<file path="src/rtl/lu_pkg.sv">
// Shared constants and types for the logic-unit issue controller.
package lu_pkg;

  // Logic unit select codes
  localparam logic [3:0] LU_SEL_AND  = 4'h0;
  localparam logic [3:0] LU_SEL_OR   = 4'h1;
  localparam logic [3:0] LU_SEL_XOR  = 4'h2;
  localparam logic [3:0] LU_SEL_NOR  = 4'h3;
  localparam logic [3:0] LU_SEL_NAND = 4'h4;
  localparam logic [3:0] LU_SEL_XNOR = 4'h5;
  localparam logic [3:0] LU_SEL_ANDN = 4'h6;
  localparam logic [3:0] LU_SEL_ORN  = 4'h7;

  // R-type opcode and funct encodings
  localparam logic [5:0] OPCODE_RTYPE = 6'h00;
  localparam logic [5:0] FUNCT_AND    = 6'h24;
  localparam logic [5:0] FUNCT_OR     = 6'h25;
  localparam logic [5:0] FUNCT_XOR    = 6'h26;
  localparam logic [5:0] FUNCT_NOR    = 6'h27;
  localparam logic [5:0] FUNCT_NAND   = 6'h28;
  localparam logic [5:0] FUNCT_XNOR   = 6'h29;
  localparam logic [5:0] FUNCT_ANDN   = 6'h2A;
  localparam logic [5:0] FUNCT_ORN    = 6'h2B;

  // Instruction field positions
  localparam int OP_MSB = 31, OP_LSB = 26;
  localparam int RS_MSB = 25, RS_LSB = 21;
  localparam int RT_MSB = 20, RT_LSB = 16;
  localparam int RD_MSB = 15, RD_LSB = 11;
  localparam int FN_MSB = 5,  FN_LSB = 0;

  typedef enum logic [2:0] {
    ST_IDLE,
    ST_READ,
    ST_EXEC,
    ST_WB,
    ST_ERR
  } lu_state_e;

endpackage

</file>
<file path="src/rtl/lu_funct_decode.sv">
// Combinational opcode/funct decode to {legal, logic unit select}.
module lu_funct_decode
  import lu_pkg::*;
(
  input  logic [5:0] opcode,
  input  logic [5:0] funct,
  output logic       legal,
  output logic [3:0] sel
);

  // Only R-type opcodes with a mapped funct are legal; sel is 0 otherwise
  always_comb begin
    legal = 1'b0;
    sel   = LU_SEL_AND;
    if (opcode == OPCODE_RTYPE) begin
      legal = 1'b1;
      case (funct)
        FUNCT_AND:  sel = LU_SEL_AND;
        FUNCT_OR:   sel = LU_SEL_OR;
        FUNCT_XOR:  sel = LU_SEL_XOR;
        FUNCT_NOR:  sel = LU_SEL_NOR;
        FUNCT_NAND: sel = LU_SEL_NAND;
        FUNCT_XNOR: sel = LU_SEL_XNOR;
        FUNCT_ANDN: sel = LU_SEL_ANDN;
        FUNCT_ORN:  sel = LU_SEL_ORN;
        default:    legal = 1'b0;
      endcase
    end
  end

endmodule

</file>
<file path="src/rtl/lu_issue_ctrl.sv">
// Multi-cycle issue sequencer: decode, register read, logic unit execute, writeback.
module lu_issue_ctrl
  import lu_pkg::*;
#(
  parameter int DW = 32,
  parameter int AW = 5
) (
  input  logic          clk,
  input  logic          rst_n,
  input  logic [31:0]   instr,
  input  logic          instr_valid,
  output logic          instr_ready,
  output logic [AW-1:0] ra1,
  output logic [AW-1:0] ra2,
  input  logic [DW-1:0] rd1,
  input  logic [DW-1:0] rd2,
  output logic [DW-1:0] lu_a,
  output logic [DW-1:0] lu_b,
  output logic [3:0]    lu_sel,
  input  logic [DW-1:0] lu_out,
  output logic          wr_en,
  output logic [AW-1:0] wr_addr,
  output logic [DW-1:0] wr_data,
  output logic          done,
  output logic          illegal
);

  lu_state_e     state_q, state_d;
  logic          dec_legal;
  logic [3:0]    dec_sel;
  logic [3:0]    sel_q;
  logic [AW-1:0] rd_q;
  logic          accept;

  // shamt field is not used by logic ops
  logic unused_shamt;
  assign unused_shamt = ^instr[10:6];

  lu_funct_decode u_dec (
    .opcode (instr[OP_MSB:OP_LSB]),
    .funct  (instr[FN_MSB:FN_LSB]),
    .legal  (dec_legal),
    .sel    (dec_sel)
  );

  // State register
  always_ff @(posedge clk or negedge rst_n) begin
    if (!rst_n) state_q <= ST_IDLE;
    else        state_q <= state_d;
  end

  // Next-state and handshake; ready is masked while reset is held
  always_comb begin
    state_d     = state_q;
    instr_ready = 1'b0;
    accept      = 1'b0;
    case (state_q)
      ST_IDLE: begin
        instr_ready = rst_n;
        accept      = instr_valid;
        if (instr_valid) state_d = dec_legal ? ST_READ : ST_ERR;
      end
      ST_READ: state_d = ST_EXEC;
      ST_EXEC: state_d = ST_WB;
      ST_WB:   state_d = ST_IDLE;
      ST_ERR:  state_d = ST_IDLE;
      default: state_d = ST_IDLE;
    endcase
  end

  // Datapath registers; pulses default low and are set on entry to WB/ERR
  always_ff @(posedge clk or negedge rst_n) begin
    if (!rst_n) begin
      ra1     <= '0;
      ra2     <= '0;
      rd_q    <= '0;
      sel_q   <= '0;
      lu_a    <= '0;
      lu_b    <= '0;
      lu_sel  <= '0;
      wr_en   <= 1'b0;
      wr_addr <= '0;
      wr_data <= '0;
      done    <= 1'b0;
      illegal <= 1'b0;
    end else begin
      wr_en   <= 1'b0;
      done    <= 1'b0;
      illegal <= 1'b0;
      case (state_q)
        ST_IDLE: if (accept) begin
          ra1     <= AW'(instr[RS_MSB:RS_LSB]);
          ra2     <= AW'(instr[RT_MSB:RT_LSB]);
          rd_q    <= AW'(instr[RD_MSB:RD_LSB]);
          sel_q   <= dec_sel;
          illegal <= ~dec_legal;
        end
        ST_READ: begin
          lu_a   <= rd1;
          lu_b   <= rd2;
          lu_sel <= sel_q;
        end
        ST_EXEC: begin
          wr_data <= lu_out;
          wr_addr <= rd_q;
          wr_en   <= (rd_q != '0);  // r0 is hardwired, never written
          done    <= 1'b1;
        end
        default: ;
      endcase
    end
  end

endmodule

</file>
<file path="config.mk">
export PLATFORM = sky130hd
export DESIGN_NAME = lu_issue_ctrl
export DESIGN_NICKNAME = d
export VERILOG_FILES = /design/src/rtl/lu_pkg.sv /design/src/rtl/lu_funct_decode.sv /design/src/rtl/lu_issue_ctrl.sv
export SDC_FILE = /design/constraint.sdc
export NUM_CORES = 1
export LEC_CHECK = 0
export CAP_MARGIN = 20
export CORE_MARGIN = 5
export CORE_UTILIZATION = 25
export DETAILED_ROUTE_END_ITERATION = 12
export PLACE_DENSITY = 0.66
export SETUP_SLACK_MARGIN = 0.05
export SYNTH_ARGS = -nofsm -noshare
export SYNTH_HDL_FRONTEND = slang
export SYNTH_SLANG_ARGS = --single-unit
</file>
<file path="constraint.sdc">
create_clock -name clk -period 1.8 [get_ports clk]
set_clock_uncertainty 0.15 [all_clocks]
set_input_delay 0.36 -clock clk [delete_from_list [all_inputs] [get_ports clk]]
set_output_delay 0.36 -clock clk [all_outputs]
set_load 0.02 [all_outputs]
</file>
==> results of run 1 <==
-- placed cells by master (no fill, tap or decap), drive strengths merged, types with 2 or more instances in the layout --
cell and instances:
dfrtp 128, clkdlybuf4s50 124, mux2 120, dlygate4sd2 117, clkbuf 27, buf 23
clkinv 7, nand2 4, bufinv 3, nor4b 3, and2 2, inv 2
o22ai 2, nor2 2
-- report_power, final --
group	total (mW)	internal, mW	switching [mW]
clock network	3.44	2.25	1.20
registers	4.94	4.29	0.659
logic	6.76	3.37	3.39
total	15.2	9.90	5.25
-- cell type report --
class | instances | area, um2
Fill cell | 1714 | 10400
Sequential cell | 128 | 3200
Timing Repair Buffer | 270 | 2720
Multi-Input combinational cell | 143 | 1580
Clock buffer | 22 | 464
Tap cell | 260 | 325
Clock inverter | 10 | 135
Inverter | 3 | 16.3
-- path summary, 6_finish.rpt --
| path | start | to | cells past startpoint |
|---|---|---|---|
| max | state_q[1] | instr_ready | 3 |
| max reg2reg | state_q[1] | lu_b[16] | 5 |
| max in group asynchronous | rst_n | wr_data[16] | 4 |
| min | lu_b[29] | lu_b[29] | 1 |
| min reg2reg | lu_b[29] | lu_b[29] | 1 |
| min in group asynchronous | rst_n | illegal | 4 |
-- Yosys cell counts (all sizes together) --
master and number:
dfrtp 128, mux2 120, buf 13, nand2 4, inv 3, nor4b 3
and2 2, nor2 2, o22ai 2, a21oi 1, and4b 1, conb 1
nand3 1, nor3 1, nor3b 1, nor4 1, o21ai 1, or2 1
xor2 1
-- cells by family (layout without fill, tap and decap cells) --
family,after synthesis,after routing
DFF,128,128
buffers and inverters,16,305
xor gates and xnor gates,1,1
and+or+nand+nor,17,17
muxes,120,120
AOI/OAI and AO/OA,4,4
other,1,1
-- metrics by stage --
stage / setup TNS [ns] / cell area, um2 / utilization (%)
finish: -0.0357 / 8440 / 44.8
global route: -1.02 / 8440 / 44.8
CTS: -0.0824 / 8230 / 43.7
detailed placement: -2.57 / 7620 / 40.5
global placement: -1.76 / 7620 / 40.5
floorplan: 0 / 4810 / -
-- per-layer routing --
metal  GRT usage [%]  wire length (um)  vias up
met5               0                 0        -
li1                -                 -     1573
met1            14.0              5510     1674
met4            3.84               187        0
met2            21.3              7360      161
met3            5.99              1420       15
-- sequential cells by signal, indices dropped and copies added (netlist names) --
name,flops
lu_a,32
wr_en,1
ra2,5
ra1,5
state_q,3
sel_q,3
wr_data,32
illegal,1
done,1
wr_addr,5
rd_q,5
lu_sel,3
lu_b,32
-- timing repair --
action | in CTS | in global routing
cloned | 4 | 5
pin swaps | 1 | 1
hold buffers | 0 | 1
hold endpoints to repair | 0 | 13
endpoints found under the setup margin | 178 | 102
setup buffers | 4 | 2
resized for setup | 130 | 19
==> results.py, run 1 <==
metrics = {
    "synthesis": {
        "synth_seq_cells": 128,
        "syn_area_per_cell_um2": 16.8,
        "syn_area_um2": 4810,
        "synth_area_leaders": "dfrtp_1 67%, mux2_2 24%, mux2_1 4.4%",
        "yosysUniqueCellTypes": 25,
        "seq_area_frac_synth_pct": 66.5,
        "syn-num-nets": 418,
        "synthCells": 287,
        "synth_compound_area_share_pct": 0.468,
        "muxShareOfSynthArea_pct": 28.1,
        "yosys_warnings": 0,
        "synth-simple-area-share_pct": 2.57,
        "yosys.area.top_type_share_pct": 66.5,
        "synthXorXnorAreaFrac_pct": 0.182,
        "synth_fa_ha_area_share_pct": 0,
        "yosysTopAreaCell": "dfrtp_1",
        "synth_top_family_by_area": "multiplexers",
    },
    "final_layout": {
        "nets": 694,
        "syn_to_final_growth_pct": 75.3,
        "instances_no_fill": 836,
        "drive_above_1_share_pct": 30.0,
        "antennaDiodeCount": 0,
    },
    "die": {
        "ios": 250,
        "die_y_um": 149,
        "rows": 50,
        "die_x_um": 149,
        "die_area_um2": 22100,
        "start_util_pct": 25.6,
        "core-area_um2": 18800,
    },
    "sta": {
        "slew_headroom_pct": 56.4,
        "tightest_slew_ns": 0.654,
        "holdWs_ns": 0.328,
        "fin_crit_ns": 1.84,
        "fin_crit_sh_pct": 102,
        "hold_viol_final": 0,
        "fmax_ghz": 0.545,
        "setup_ws_ns": -0.0357,
        "drv_slew": 0,
        "rsz0062_at_grt": "true",
        "setup_viol": 1,
    },
    "worst_setup_path": {
        "cpMaxStageDelayCell": "dfrtp_1",
        "endpoint_kind": "primary output",
        "worst_setup_path_start_kind": "flop",
        "crit_top_cell": "buf_4",
        "path_delay_family": "flip-flops",
        "path_max_fanout": 2,
        "cp_num_buf_inv": 2,
        "reg2reg_slack_ns": 0.02,
        "crit_arrival_ns": 1.33,
        "critical_path_class": "reg2out",
        "critPathMaxStageDelay_ns": 0.38,
        "path_cells": "buf_4, nor4b_2, buf_4",
        "worst-endpoint-required_ns": 1.29,
    },
    "cts": {
        "clock_latency_ns": 0.40,
        "cts_root_buffer": "clkbuf_16",
        "cts.clk_slew.worst_paths_ns": 0.05,
        "cts_buffer_depth": 2,
        "tritoncts": "built",
        "cts.sinks": 128,
        "cts_buffers": 17,
        "h-tree-depth": 4,
    },
    "power": {
        "vdd_drop_max_mv": 0.744,
        "leakage_nw": 3.78,
        "fin_total_pwr_mw": 15.2,
        "p_per_area_nw_per_um2": 1790,
    },
    "placement": {
        "gp_congestion": 0.710,
        "dp_slack_ns": -0.148,
        "place_hpwl_mm": 9.82,
        "dp.cells": 789,
        "io_buffers": 243,
    },
    "flow_run": {
        "cap_violations": 0,
    },
    "detailed_routing": {
        "drt_wl_total_mm": 14.5,
        "antenna_left": 0,
        "viasPerCell": 4.09,
        "drc": 0,
        "drtPass1Iterations": 5,
        "vias": 3423,
        "drt_iter0_markers": 52,
        "avgRoutedWirePerCell_um": 17.3,
    },
    "grt": {
        "grt_max_degree": 77,
        "grtUsageTotal_pct": 12.5,
        "grt_pass1_wl_mm": 21.4,
        "grt_pass1_vias": 3782,
        "antenna_found_initial": 0,
        "overflow": 0,
    },
    "status": {
        "outcome": "complete, but fails checks",
        "violations": "setup timing",
    },
    "min_path": {
        "hp-class": "reg2reg",
    },
}
(Power assumes the default switching activity.)
==> run 2: changes to the inputs <==
--- a/config.mk
+++ b/config.mk
@@ -5,11 +5,12 @@
 export SDC_FILE = /design/constraint.sdc
 export NUM_CORES = 1
 export LEC_CHECK = 0
+export ABC_AREA = 1
 export CAP_MARGIN = 20
 export CORE_MARGIN = 5
 export CORE_UTILIZATION = 25
 export DETAILED_ROUTE_END_ITERATION = 12
-export PLACE_DENSITY = 0.66
+export PLACE_DENSITY = 0.65
 export SETUP_SLACK_MARGIN = 0.05
 export SYNTH_ARGS = -nofsm -noshare
 export SYNTH_HDL_FRONTEND = slang
==> constraint.sdc (replaced) <==
create_clock -name clk -period 2.2 [get_ports clk]
set_clock_uncertainty 0.15 [all_clocks]
set_input_delay 0.44 -clock clk [delete_from_list [all_inputs] [get_ports clk]]
set_output_delay 0.44 -clock clk [all_outputs]
set_load 0.02 [all_outputs]
==> results.py, run 2 <==
metrics = {
    "placement": {
        "gp_congestion": 0.771,
        "io_buffers": 243,
        "place_hpwl_mm": 10.0,
    },
    "die": {
        "core-area_um2": 20200,
        "rows": 52,
        "die_x_um": 153,
        "ios": 250,
        "start_util_pct": 25.3,
        "die_y_um": 153,
        "die_area_um2": 23400,
    },
    "final_layout": {
        "drive_above_1_share_pct": 6.42,
        "layout_commonest_cell": "clkdlybuf4s50_1",
        "multiInputGateArea_um2": 1380,
        "final.fill_count": 1987,
        "seq_area_um2": 3200,
        "fin_util_pct": 41.4,
        "reg_top3": "lu_a x32, lu_b x32, wr_data x32",
        "final_cell_mix": "241 x clkdlybuf4s50_1, 218 x nand2_1, 128 x dfrtp_1",
        "antennaDiodeCount": 0,
        "syn_to_final_growth_pct": 63.4,
        "nets": 928,
    },
    "grt": {
        "grt_pass1_vias": 4206,
        "grt_max_degree": 136,
        "overflow": 0,
        "antenna_found_initial": 0,
        "grt_pass1_wl_mm": 23.0,
        "grtUsageTotal_pct": 12.3,
    },
    "cts": {
        "holdBufCountCts": 0,
        "cts_buffers": 17,
        "cts_setup_buffers": 0,
        "cts_buffer_depth": 2,
        "cts_root_buffer": "clkbuf_16",
        "clock_latency_ns": 0.40,
        "tritoncts": "built",
        "h-tree-depth": 4,
        "cts.sinks": 128,
        "cts.clk_slew.worst_paths_ns": 0.06,
    },
    "synthesis": {
        "yosys.area.top_type_share_pct": 62.7,
        "synth_common_cells": "218 x nand2_1, 128 x dfrtp_1, 80 x inv_1, 55 x o21ai_1, 18 x o21ai_0",
        "yosysTopAreaCell": "dfrtp_1",
        "syn-num-nets": 687,
        "synth_most_common_cell": "nand2_1",
        "synth_fa_ha_area_share_pct": 0,
        "syn_area_um2": 5110,
        "async_flop_share_pct": 100,
        "yosys_warnings": 0,
        "syn_area_per_cell_um2": 9.19,
        "synth_area_leaders": "dfrtp_1 63%, nand2_1 16%, inv_1 5.9%",
        "synth-simple-area-share_pct": 18.8,
        "muxShareOfSynthArea_pct": 0,
        "synth_seq_cells": 128,
        "synth_compound_area_share_pct": 8.01,
        "seq_area_frac_synth_pct": 62.7,
        "synthFlopType": "dfrtp_1",
        "yosysUniqueCellTypes": 23,
        "synthXorXnorAreaFrac_pct": 0,
        "synth_top_family_by_area": "simple AND/OR/NAND/NOR gates",
        "synthCells": 556,
        "synth_edf_count": 0,
    },
    "detailed_routing": {
        "viasPerCell": 3.94,
        "drt_wl_total_mm": 14.3,
        "antenna_left": 0,
        "avgRoutedWirePerCell_um": 13.2,
        "drtPass1Iterations": 4,
        "drt_iter0_markers": 164,
        "drc": 0,
        "vias": 4250,
    },
    "status": {
        "outcome": "finished, final reports clean",
    },
    "power": {
        "p_int_mw": 8.03,
        "swShare_pct": 36.5,
        "p_comb_share_pct": 43.9,
        "p_switching_mw": 4.60,
        "vdd_drop_max_mv": 0.681,
        "seq_power_share_pct": 32.2,
        "p_per_area_nw_per_um2": 1510,
        "clock_power_share_pct": 23.8,
        "leakage_nw": 4.07,
    },
    "worst_setup_path": {
        "crit_arrival_ns": 1.42,
        "path_cells": "clkdlybuf4s50_1",
        "path_max_fanout": 2,
        "cp_num_buf_inv": 1,
        "worst-endpoint-required_ns": 1.61,
        "worst_setup_path_start_kind": "flop",
        "rr_startpoint": "state_q[0]",
        "path_delay_family": "buffers and inverters",
        "critical_path_class": "reg2out",
        "endpoint_kind": "primary output",
        "cpMaxStageDelayCell": "clkdlybuf4s50_1",
        "crit_start": "lu_b[11]",
        "critPathMaxStageDelay_ns": 0.62,
    },
    "sta": {
        "setup_viol": 0,
        "slew_headroom_pct": 51.8,
        "fmax_ghz": 0.497,
        "fin_crit_sh_pct": 91.4,
        "drv_slew": 0,
        "fin_tns_setup_ns": 0,
        "fin_crit_ns": 2.01,
        "tightest_slew_ns": 0.723,
        "rsz0062_at_grt": "false",
        "hold_viol_final": 0,
    },
    "min_path": {
        "hp-class": "in2async",
    },
    "flow_run": {
        "cap_violations": 0,
    },
}
run 2: cell types whose count changed after synthesis, moves of 11 or more:
cell     before  now
nor2_1        2   13
inv_1         2   80
mux2_1       19    0
o21ai_1       0   55
o21ai_0       1   18
mux2_2      101    0
nand2_1       3  218
run 2: what timing repair did:
action,CTS,global route
cloned,0,0
gates resized for setup,1,2
setup endpoints to repair,1,1
run 2: final timing paths:
path / cells past startpoint / endpoint / slack, ns
max: 1 / lu_b[11] / 0.19
min: 2 / lu_b[31] / 0.009
max reg2reg: 6 / rd_q[4] / 0.67
min reg2reg: 2 / wr_data[27] / 0.33
max in group asynchronous: 2 / ra1[1] / 1.33
min in group clk: 2 / wr_data[27] / 0.33
run 2: area by class of cell:
cell class | instances | share of cell area [%]
flip-flops and latches | 128 | 38.4
repair buffers | 247 | 29.8
multi-input cells | 320 | 16.5
clock buffers | 19 | 5.31
well taps | 270 | 4.05
inverters | 83 | 3.82
clock inverters | 13 | 2.23
run 2: power by group through the flow:
stage	Clock [mW]	Sequential (mW)	Combinational (mW)
finish	3.01	4.07	5.55
CTS	3.12	4.08	5.66
floorplan	0	5.41	1.54
global placement	0	4.06	5.59
detailed placement	0	4.09	5.66
global route	3.24	4.21	6.00
run 2: cells by family (layout without fill, tap and decap cells):
kind of cell	Yosys count	after routing
other	1	1
AO/OA/AOI/OAI	78	78
flip-flops	128	128
buffers and inverters	108	362
AND/OR/NAND/NOR	241	241
run 2: stage by stage:
stage               setup WS [ns]  total power, mW  cell area (um2)  hold slack (ns)  std cells
floorplan                   0.666             6.95             5110         -0.00559        556
global placement            0.239             9.65             7720            0.311       1048
detailed placement          0.243             9.75             7720            0.315       1048
CTS                        0.0916             12.9             8350           0.0655       1080
global route                0.135             13.5             8350           0.0766       1080
finish                      0.190             12.6             8350          0.00905       1080
run 2: per-layer routing:
layer | vias up | global-route usage (%) | part of all wire [%] | routed length (um)
li1 | 2154 | - | - | -
met2 | 167 | 19.4 | 45 | 6500
met4 | 0 | 3.82 | 0.85 | 121
met3 | 9 | 5.74 | 9.7 | 1390
met5 | - | 0 | 0 | 0
met1 | 1920 | 15.1 | 44 | 6290
